File: src/rtl/ram_burst_master.sv
// Burst initiator for a single-port RAM: streams write data in, or read data out
// with one isolated rden pulse per word so every read sees a fresh rising edge.
module ram_burst_master #(
   parameter int DATA_W = 14,
   parameter int ADDR_W = 12,
   parameter int LEN_W  = 8
) (
   input  logic              clk,
   input  logic              rst,
   input  logic              cmd_valid,
   output logic              cmd_ready,
   input  logic              cmd_we,
   input  logic [ADDR_W-1:0] cmd_addr,
   input  logic [LEN_W-1:0]  cmd_len,
   input  logic [DATA_W-1:0] wr_data,
   input  logic              wr_valid,
   output logic              wr_ready,
   output logic [DATA_W-1:0] rd_data,
   output logic              rd_valid,
   input  logic              rd_ready,
   output logic              busy,
   output logic              done,
   output logic [DATA_W-1:0] ram_data,
   output logic [ADDR_W-1:0] ram_address,
   output logic              ram_wren,
   output logic              ram_rden,
   input  logic [DATA_W-1:0] ram_q
);

   typedef enum logic [2:0] {
      IDLE     = 3'd0,
      WR       = 3'd1,
      RD_PULSE = 3'd2,
      RD_HOLD  = 3'd3,
      DONE     = 3'd4
   } state_t;

   state_t            state_r, next_state_s;
   logic [ADDR_W-1:0] cur_addr_r;
   logic [LEN_W-1:0]  count_r;
   logic [DATA_W-1:0] rd_data_r;
   logic              rd_valid_r;
   logic              last_s;
   logic              cmd_ready_s, wr_ready_s, rden_s, busy_s, done_s;
   logic              cmd_ready_r, wr_ready_r, rden_r, busy_r, done_r;

   assign last_s = (count_r == {LEN_W{1'b0}});

   // State register
   always_ff @(posedge clk) begin
      if (rst) begin
         state_r <= IDLE;
      end else begin
         state_r <= next_state_s;
      end
   end

   // Next-state decode
   always_comb begin
      next_state_s = state_r;
      case (state_r)
         IDLE: begin
            if (cmd_valid) begin
               next_state_s = cmd_we ? WR : RD_PULSE;
            end else begin
               next_state_s = IDLE;
            end
         end
         WR: begin
            if (wr_valid && last_s) begin
               next_state_s = DONE;
            end else begin
               next_state_s = WR;
            end
         end
         RD_PULSE: next_state_s = RD_HOLD;
         RD_HOLD: begin
            if (rd_ready) begin
               next_state_s = last_s ? DONE : RD_PULSE;
            end else begin
               next_state_s = RD_HOLD;
            end
         end
         DONE:    next_state_s = IDLE;
         default: next_state_s = IDLE;
      endcase
   end

   // Moore outputs decoded from the next state so they can be registered glitch-free
   always_comb begin
      cmd_ready_s = 1'b0;
      wr_ready_s  = 1'b0;
      rden_s      = 1'b0;
      busy_s      = 1'b1;
      done_s      = 1'b0;
      case (next_state_s)
         IDLE: begin
            cmd_ready_s = 1'b1;
            busy_s      = 1'b0;
         end
         WR:       wr_ready_s = 1'b1;
         RD_PULSE: rden_s     = 1'b1;
         RD_HOLD:  busy_s     = 1'b1;
         DONE:     done_s     = 1'b1;
         default: begin
            cmd_ready_s = 1'b0;
            busy_s      = 1'b1;
         end
      endcase
   end

   // Output registers
   always_ff @(posedge clk) begin
      if (rst) begin
         cmd_ready_r <= 1'b1;
         wr_ready_r  <= 1'b0;
         rden_r      <= 1'b0;
         busy_r      <= 1'b0;
         done_r      <= 1'b0;
      end else begin
         cmd_ready_r <= cmd_ready_s;
         wr_ready_r  <= wr_ready_s;
         rden_r      <= rden_s;
         busy_r      <= busy_s;
         done_r      <= done_s;
      end
   end

   // Address/count bookkeeping and read capture; the last word never advances cur_addr
   always_ff @(posedge clk) begin
      if (rst) begin
         cur_addr_r <= {ADDR_W{1'b0}};
         count_r    <= {LEN_W{1'b0}};
         rd_data_r  <= {DATA_W{1'b0}};
         rd_valid_r <= 1'b0;
      end else begin
         case (state_r)
            IDLE: begin
               if (cmd_valid) begin
                  cur_addr_r <= cmd_addr;
                  count_r    <= cmd_len;
               end
            end
            WR: begin
               if (wr_valid && !last_s) begin
                  cur_addr_r <= cur_addr_r + ADDR_W'(1);
                  count_r    <= count_r - LEN_W'(1);
               end
            end
            RD_PULSE: begin
               rd_data_r  <= ram_q;
               rd_valid_r <= 1'b1;
            end
            RD_HOLD: begin
               if (rd_ready) begin
                  rd_valid_r <= 1'b0;
                  if (!last_s) begin
                     cur_addr_r <= cur_addr_r + ADDR_W'(1);
                     count_r    <= count_r - LEN_W'(1);
                  end
               end
            end
            default: begin
               rd_valid_r <= 1'b0;
            end
         endcase
      end
   end

   assign cmd_ready   = cmd_ready_r;
   assign wr_ready    = wr_ready_r;
   assign busy        = busy_r;
   assign done        = done_r;
   assign rd_data     = rd_data_r;
   assign rd_valid    = rd_valid_r;
   assign ram_rden    = rden_r;
   assign ram_address = cur_addr_r;
   assign ram_data    = wr_data;
   assign ram_wren    = wr_ready_r & wr_valid;

endmodule

File: config.mk
export PLATFORM = sky130hd
export DESIGN_NAME = ram_burst_master
export DESIGN_NICKNAME = d
export VERILOG_FILES = /design/src/rtl/ram_burst_master.sv
export SDC_FILE = /design/constraint.sdc
export NUM_CORES = 1
export LEC_CHECK = 0
export ABC_AREA = 1
export BUFFER_PORTS_ARGS = -buffer_cell sky130_fd_sc_hd__buf_2
export CORE_MARGIN = 2
export CORE_UTILIZATION = 51
export CTS_CLUSTER_SIZE = 8
export DETAILED_ROUTE_END_ITERATION = 10
export PLACE_DENSITY = 0.85
export SETUP_SLACK_MARGIN = 0.05
export SLEW_MARGIN = 20
export SYNTH_ARGS = -nofsm -noshare
export SYNTH_HDL_FRONTEND = slang
export SYNTH_SLANG_ARGS = --single-unit
File: constraint.sdc
create_clock -name clk -period 2.9 [get_ports clk]
set_clock_uncertainty 0.15 [all_clocks]
set_input_delay 0.145 -clock clk [delete_from_list [all_inputs] [get_ports clk]]
set_output_delay 0.145 -clock clk [all_outputs]
set_load 0.02 [all_outputs]
* Yosys cells after proc, flatten, opt, wreduce, memory -nomap -nowiden
Index checks and enable logic that the tools add are counted.
** Word-level totals
- Bits in registers :: 43
- Bits of input ports :: 54
- Output and inout port bits :: 47
- Word-level logic and storage cells :: 57
** Operators by class
- Add/subtract/negate cells :: 2
- Eq/ne operators :: 10
- Muxes and demuxes :: 23
- Bitwise operators :: 2
- Reductions and logical operators :: 10
** Operators by type and width (number)
- $mux 12 :: 4
- $pmux 12 s3 :: 1
- $mux 8 :: 4
- $pmux 8 s3 :: 1
- $add 12x1->12 const B :: 1
- $pmux 3 s4 :: 1
- $eq 3x2->1 const B :: 3
- $mux 3 :: 3
- $logic_not 8->1 :: 1
- $ne 2x2->1 const B :: 4
- $sub 8x1->8 const B :: 1
- $eq 3x1->1 const B :: 2
- $logic_not 3->1 :: 2
- $mux 1 :: 6
- $reduce_and 5->1 :: 1
- $mux 2 :: 2
- $eq 3x3->1 const B :: 1
- $pmux 1 s3 :: 1
- $reduce_bool 3->1 :: 1
- $logic_and 1x1->1 :: 2
- $reduce_and 2->1 :: 1
- $reduce_or 2->1 :: 1
- $and 1x1->1 :: 1
- $logic_not 1->1 :: 1
- $not 1->1 :: 1

* Depth between registers and ports, before layout
- Depth in word-level cells :: 6
- Depth in mapped cells :: 11
- Mapped depth without buffers :: 11

* Worst setup path before layout
OpenSTA, ideal clock, no wires.
- Path type :: reg-to-reg
- Start point :: register count_r[0]
- End point :: register cur_addr_r[0], in the netlist ram_address[0]
- Library setup time :: 116 ps
- Arrival time :: 1428 ps
- Data required time :: 2634 ps
- Slack :: 1206 ps
- Stages on the path, launching flop included :: 11
- Path buffers :: 1
- Period minus slack after synthesis :: 1694 ps
- Cells stage by stage :: dfxtp_1 > inv_1 > ha_1 > nand3_1 > nor2_1 > nor2_1 > nor2_2 > nor2_8 > buf_6 > nor2_1 > nor2_1
** On the way
- Longest elaborated chain between the ends :: 5
- Elaborated cells on any way between the ends :: 6
- Classes of those cells :: eq/ne: 2; reduce/logical: 4
** Ends and longest elaborated chain
- from (decl) :: RTL line 40 : logic [LEN_W-1:0] count_r;
- from (signal assigned) :: RTL line 133 : count_r <= {LEN_W{1'b0}};
- from (signal assigned) :: RTL line 141 : count_r <= cmd_len;
- from (signal assigned) :: RTL line 147 : count_r <= count_r - LEN_W'(1);
- $logic_not 8->1 * :: RTL line 47 : assign last_s = (count_r == {LEN_W{1'b0}});
- $logic_not 1->1
- $logic_and 1x1->1 :: RTL line 145 : if (wr_valid && !last_s) begin
- $ne 2x2->1 (no source line)
- $reduce_and 5->1 (no source line) *
- to (signal assigned) :: RTL line 140 : cur_addr_r <= cmd_addr;
- to (signal assigned) :: RTL line 146 : cur_addr_r <= cur_addr_r + ADDR_W'(1);
- to (signal assigned) :: RTL line 158 : cur_addr_r <= cur_addr_r + ADDR_W'(1);
- to (decl) :: RTL line 39 : logic [ADDR_W-1:0] cur_addr_r;
Every way passes the cells marked *; elsewhere a longest branch is shown, timed or not.
A chain may end at the register's enable or synchronous reset.

* Final worst setup path
- Start point :: register state_r[2]
- End point :: register count_r[1]
** On the way
- Longest elaborated chain between the ends :: 3
- Elaborated cells on any way between the ends :: 10
- Classes of those cells :: eq/ne: 6; mux: 1; reduce/logical: 3
** Ends and longest elaborated chain
- from (decl) :: RTL line 38 : state_t state_r, next_state_s;
- from (signal assigned) :: RTL line 54 : state_r <= next_state_s;
- $eq 3x1->1 (tied with other cells) :: RTL line 137 : case (state_r)
- $ne 2x2->1 (no source line) / $reduce_bool 3->1 (equally long branches)
- $reduce_and 5->1 (no source line)
Parallel ways exist; a longest one is shown, timed or not.

==> results by group <==
Place
  • Dpl hpwl: about 3900 um
  • RD Place Congestion: approximately 0.85
  • I/O Buffers: 72
  • Placed Instance Area: roughly 0.0026 mm^2

GRT
  • Antenna violations before repair: 0
  • Gr ovfl total: 0
  • First-pass GRT wire length: around 10000 um
  • GRT Overall Usage: 0.2420
  • Number of global-route vias before repair: between 2000 and 2500
  • Largest net degree at the start of global routing: 28

Cells and area
  • Commonest non-fill, non-tap cell in the layout: nand2_1
  • Most frequent cells in the layout: nand2_1 (109), buf_2 (72), nor2_1 (64)
  • Fin area: between 0.002 and 0.003 mm^2
  • Share of cells above drive strength 1: 0.2027
  • Synthesis-to-layout area growth: 20.96%
  • Antenna fix cells: 0
  • Final net count: around 490
  • Final Core Density: 0.6424

Floorplanning
  • Initial Util: 0.5311
  • Area of the core: 0.004384 mm^2
  • Site Rows: 24
  • Die Ht: 71.57 um
  • Full die area: roughly 0.005 mm^2
  • I/O Pins: ~100
  • Die X: between 70 and 80 um

Power and ir drop
  • Max VDD drop: ~0.36 mV
  • Leakage Power: ~1.5 nW
  • Pwr/cell area: between 600 and 700 mW/mm^2

Timing
  • Highest clock rate: about 450 MHz
  • Hold Vio Cnt, Final: 0
  • Crit share post-route: 0.7678
  • Final setup viols: 0
  • Crit path time final: 2.227 ns
  • Worst slew pin tran: a little under 0.7 ns
  • Unrepaired setup endpoints after global routing: false
  • TNS Setup: 0 ns
  • Final Max Slew Viols: 0
  • Max_slew headroom: 0.5490

Status
  • Outcome: complete, no violations

Setup path
  • Arr. time, crit path: ~2.3 ns
  • Reg2reg setup slack: roughly 0.67 ns
  • Crit path kind: flip-flop to flip-flop
  • Type of origin of the critical path: flip-flop
  • Crit path required time: about 2.9 ns
  • Reg-to-Reg Start: state_r[2]
  • Crit-path max FO: 27
  • Setup crit end kind: flip-flop
  • Reg2Reg Depth: 7
  • RR Endpoint: count_r[1]

Clock tree
  • Sinks on Clock Net: 43
  • Total clock buffers created by CTS: 5
  • CTS tree: yes
  • Reg clk slew, reported paths: roughly 0.080 ns
  • Hold Buf Count CTS: 14
  • Latest clock arrival within the worst-skew pair: ~0.29 ns
  • Htree depth: 2
  • Clock root buffer: clkbuf_8
  • Max Root-Sink Buffers: 2
  • Post_cts resized: 0
  • Total setup buffers inserted after CTS: 0

Logic synthesis
  • Sequential cell area fraction in the yosys report: 0.3697
  • Synthesized Nets: roughly 430
  • Synth Register Bits: 43
  • Ys Warns: 0
  • Synthesized instance count: between 300 and 400
  • Syn avg cell area: 6.293 um^2
  • Cell area after synthesis: 0.002328 mm^2
  • Unique masters post-synth: 27

Drt
  • Routed Wire Length: between 5000 and 6000 um
  • Initial DRC count: 126
  • Drc violations: 0
  • Drt first pass iters: 4
  • Number of routed nets with antenna violations: 0
  • Drt wl/cell: about 12 um
  • DR vias/cell: 5.106
  • Routed vias: between 2000 and 3000

Hold path
  • Hold depth: 5
  • Hold Crit Start: cmd_len[7]
  • WHS Endpoint: count_r[7]
  • Hold WC Path Type: input pin to flip-flop

Run
  • MaxCap Viol Count: 0
-- state kept, by name, indices dropped and copies added (netlist names) --
name and cells:
rd_valid 1, count_r 8, cmd_ready 1, wr_ready 1, state_r 3, done 1, busy 1, ram_address 12
rd_data 14, ram_rden 1
-- critical path, stage by stage (launching register included) --
cell	delay, ns
dfxtp_1	0.38
inv_2	0.05
nand2_2	0.37
nor2_1	0.17
a21oi_1	0.17
nand2_1	0.41
o21ai_0	0.35
nor2_1	0.07
-- through the flow --
stage / worst slack (ns) / hold WS (ns) / power, mW / cells
finish: 0.6733 / 0.02806 / 1.844 / 491
global placement: 0.7948 / 0.1401 / 1.440 / 469
floorplan: 1.206 / 0.1299 / 1.314 / 370
CTS: 0.6812 / 0.01939 / 1.849 / 491
global route: 0.3961 / 0.05734 / 1.985 / 491
detailed placement: 0.7098 / 0.1401 / 1.463 / 469
-- final cells by class --
type / count / area (um^2)
inverters: 35 / 131.4
clock inverters: 1 / 5.005
repair buffers: 87 / 508.0
multi-input cells: 266 / 1170
well taps: 52 / 65.06
fillers: 400 / 1568
clock buffers: 7 / 76.32
flip-flops and latches: 43 / 860.8
-- power breakdown --
group          switching [mW]  internal (mW)
Clock                   0.199          0.169
Combinational           0.462          0.239
Sequential             0.0846          0.690
Total                   0.745           1.10
-- worst max path at each step --
stage               depth (start not counted)  startpoint             end  slack [ns]
floorplan                                  10  count_r[0]  ram_address[0]        1.21
global placement                            7  state_r[0]      count_r[0]        0.79
detailed placement                          7  state_r[2]      count_r[1]        0.71
CTS                                         7  state_r[2]      count_r[1]        0.68
global route                                7  state_r[0]      count_r[1]        0.40
finish                                      7  state_r[2]      count_r[1]        0.67
-- cells by family (layout without fill, tap and decap cells) --
family | Yosys count | count (layout) | share of synthesized area
buf+inv | 61 | 130 | 0.1279
compound gates | 53 | 53 | 0.1171
fa+ha+maj | 2 | 2 | 0.01075
simple gates | 211 | 211 | 0.3745
flops | 43 | 43 | 0.3697
-- cells in the mapped netlist, drive strengths merged --
cell type	n	area, um^2
nand4	3	18.77
or2	2	12.51
o21bai	1	7.510
nor2	66	266.5
clkinv	2	7.510
o21ai	33	165.2
o211ai	1	7.510
nand2	111	421.7
inv	33	123.9
dfxtp	43	860.8
buf	21	147.6
ha	2	25.02
a21oi	17	85.08
nand3b	1	7.510
clkbuf	5	18.77
o31ai	1	7.510
nor3	2	15.01
nand3	26	130.1
-- layer usage --
metal	share of wire	global-route usage	wire (um)	up-vias
li1	-	-	-	1289
met1	0.41	0.2657	2413	1116
met2	0.50	0.4537	2938	93
met3	0.075	0.05626	438	9
met4	0.013	0.08176	74	0
met5	0	0	0	-
No activity file was read; power rests on OpenSTA's default activity.
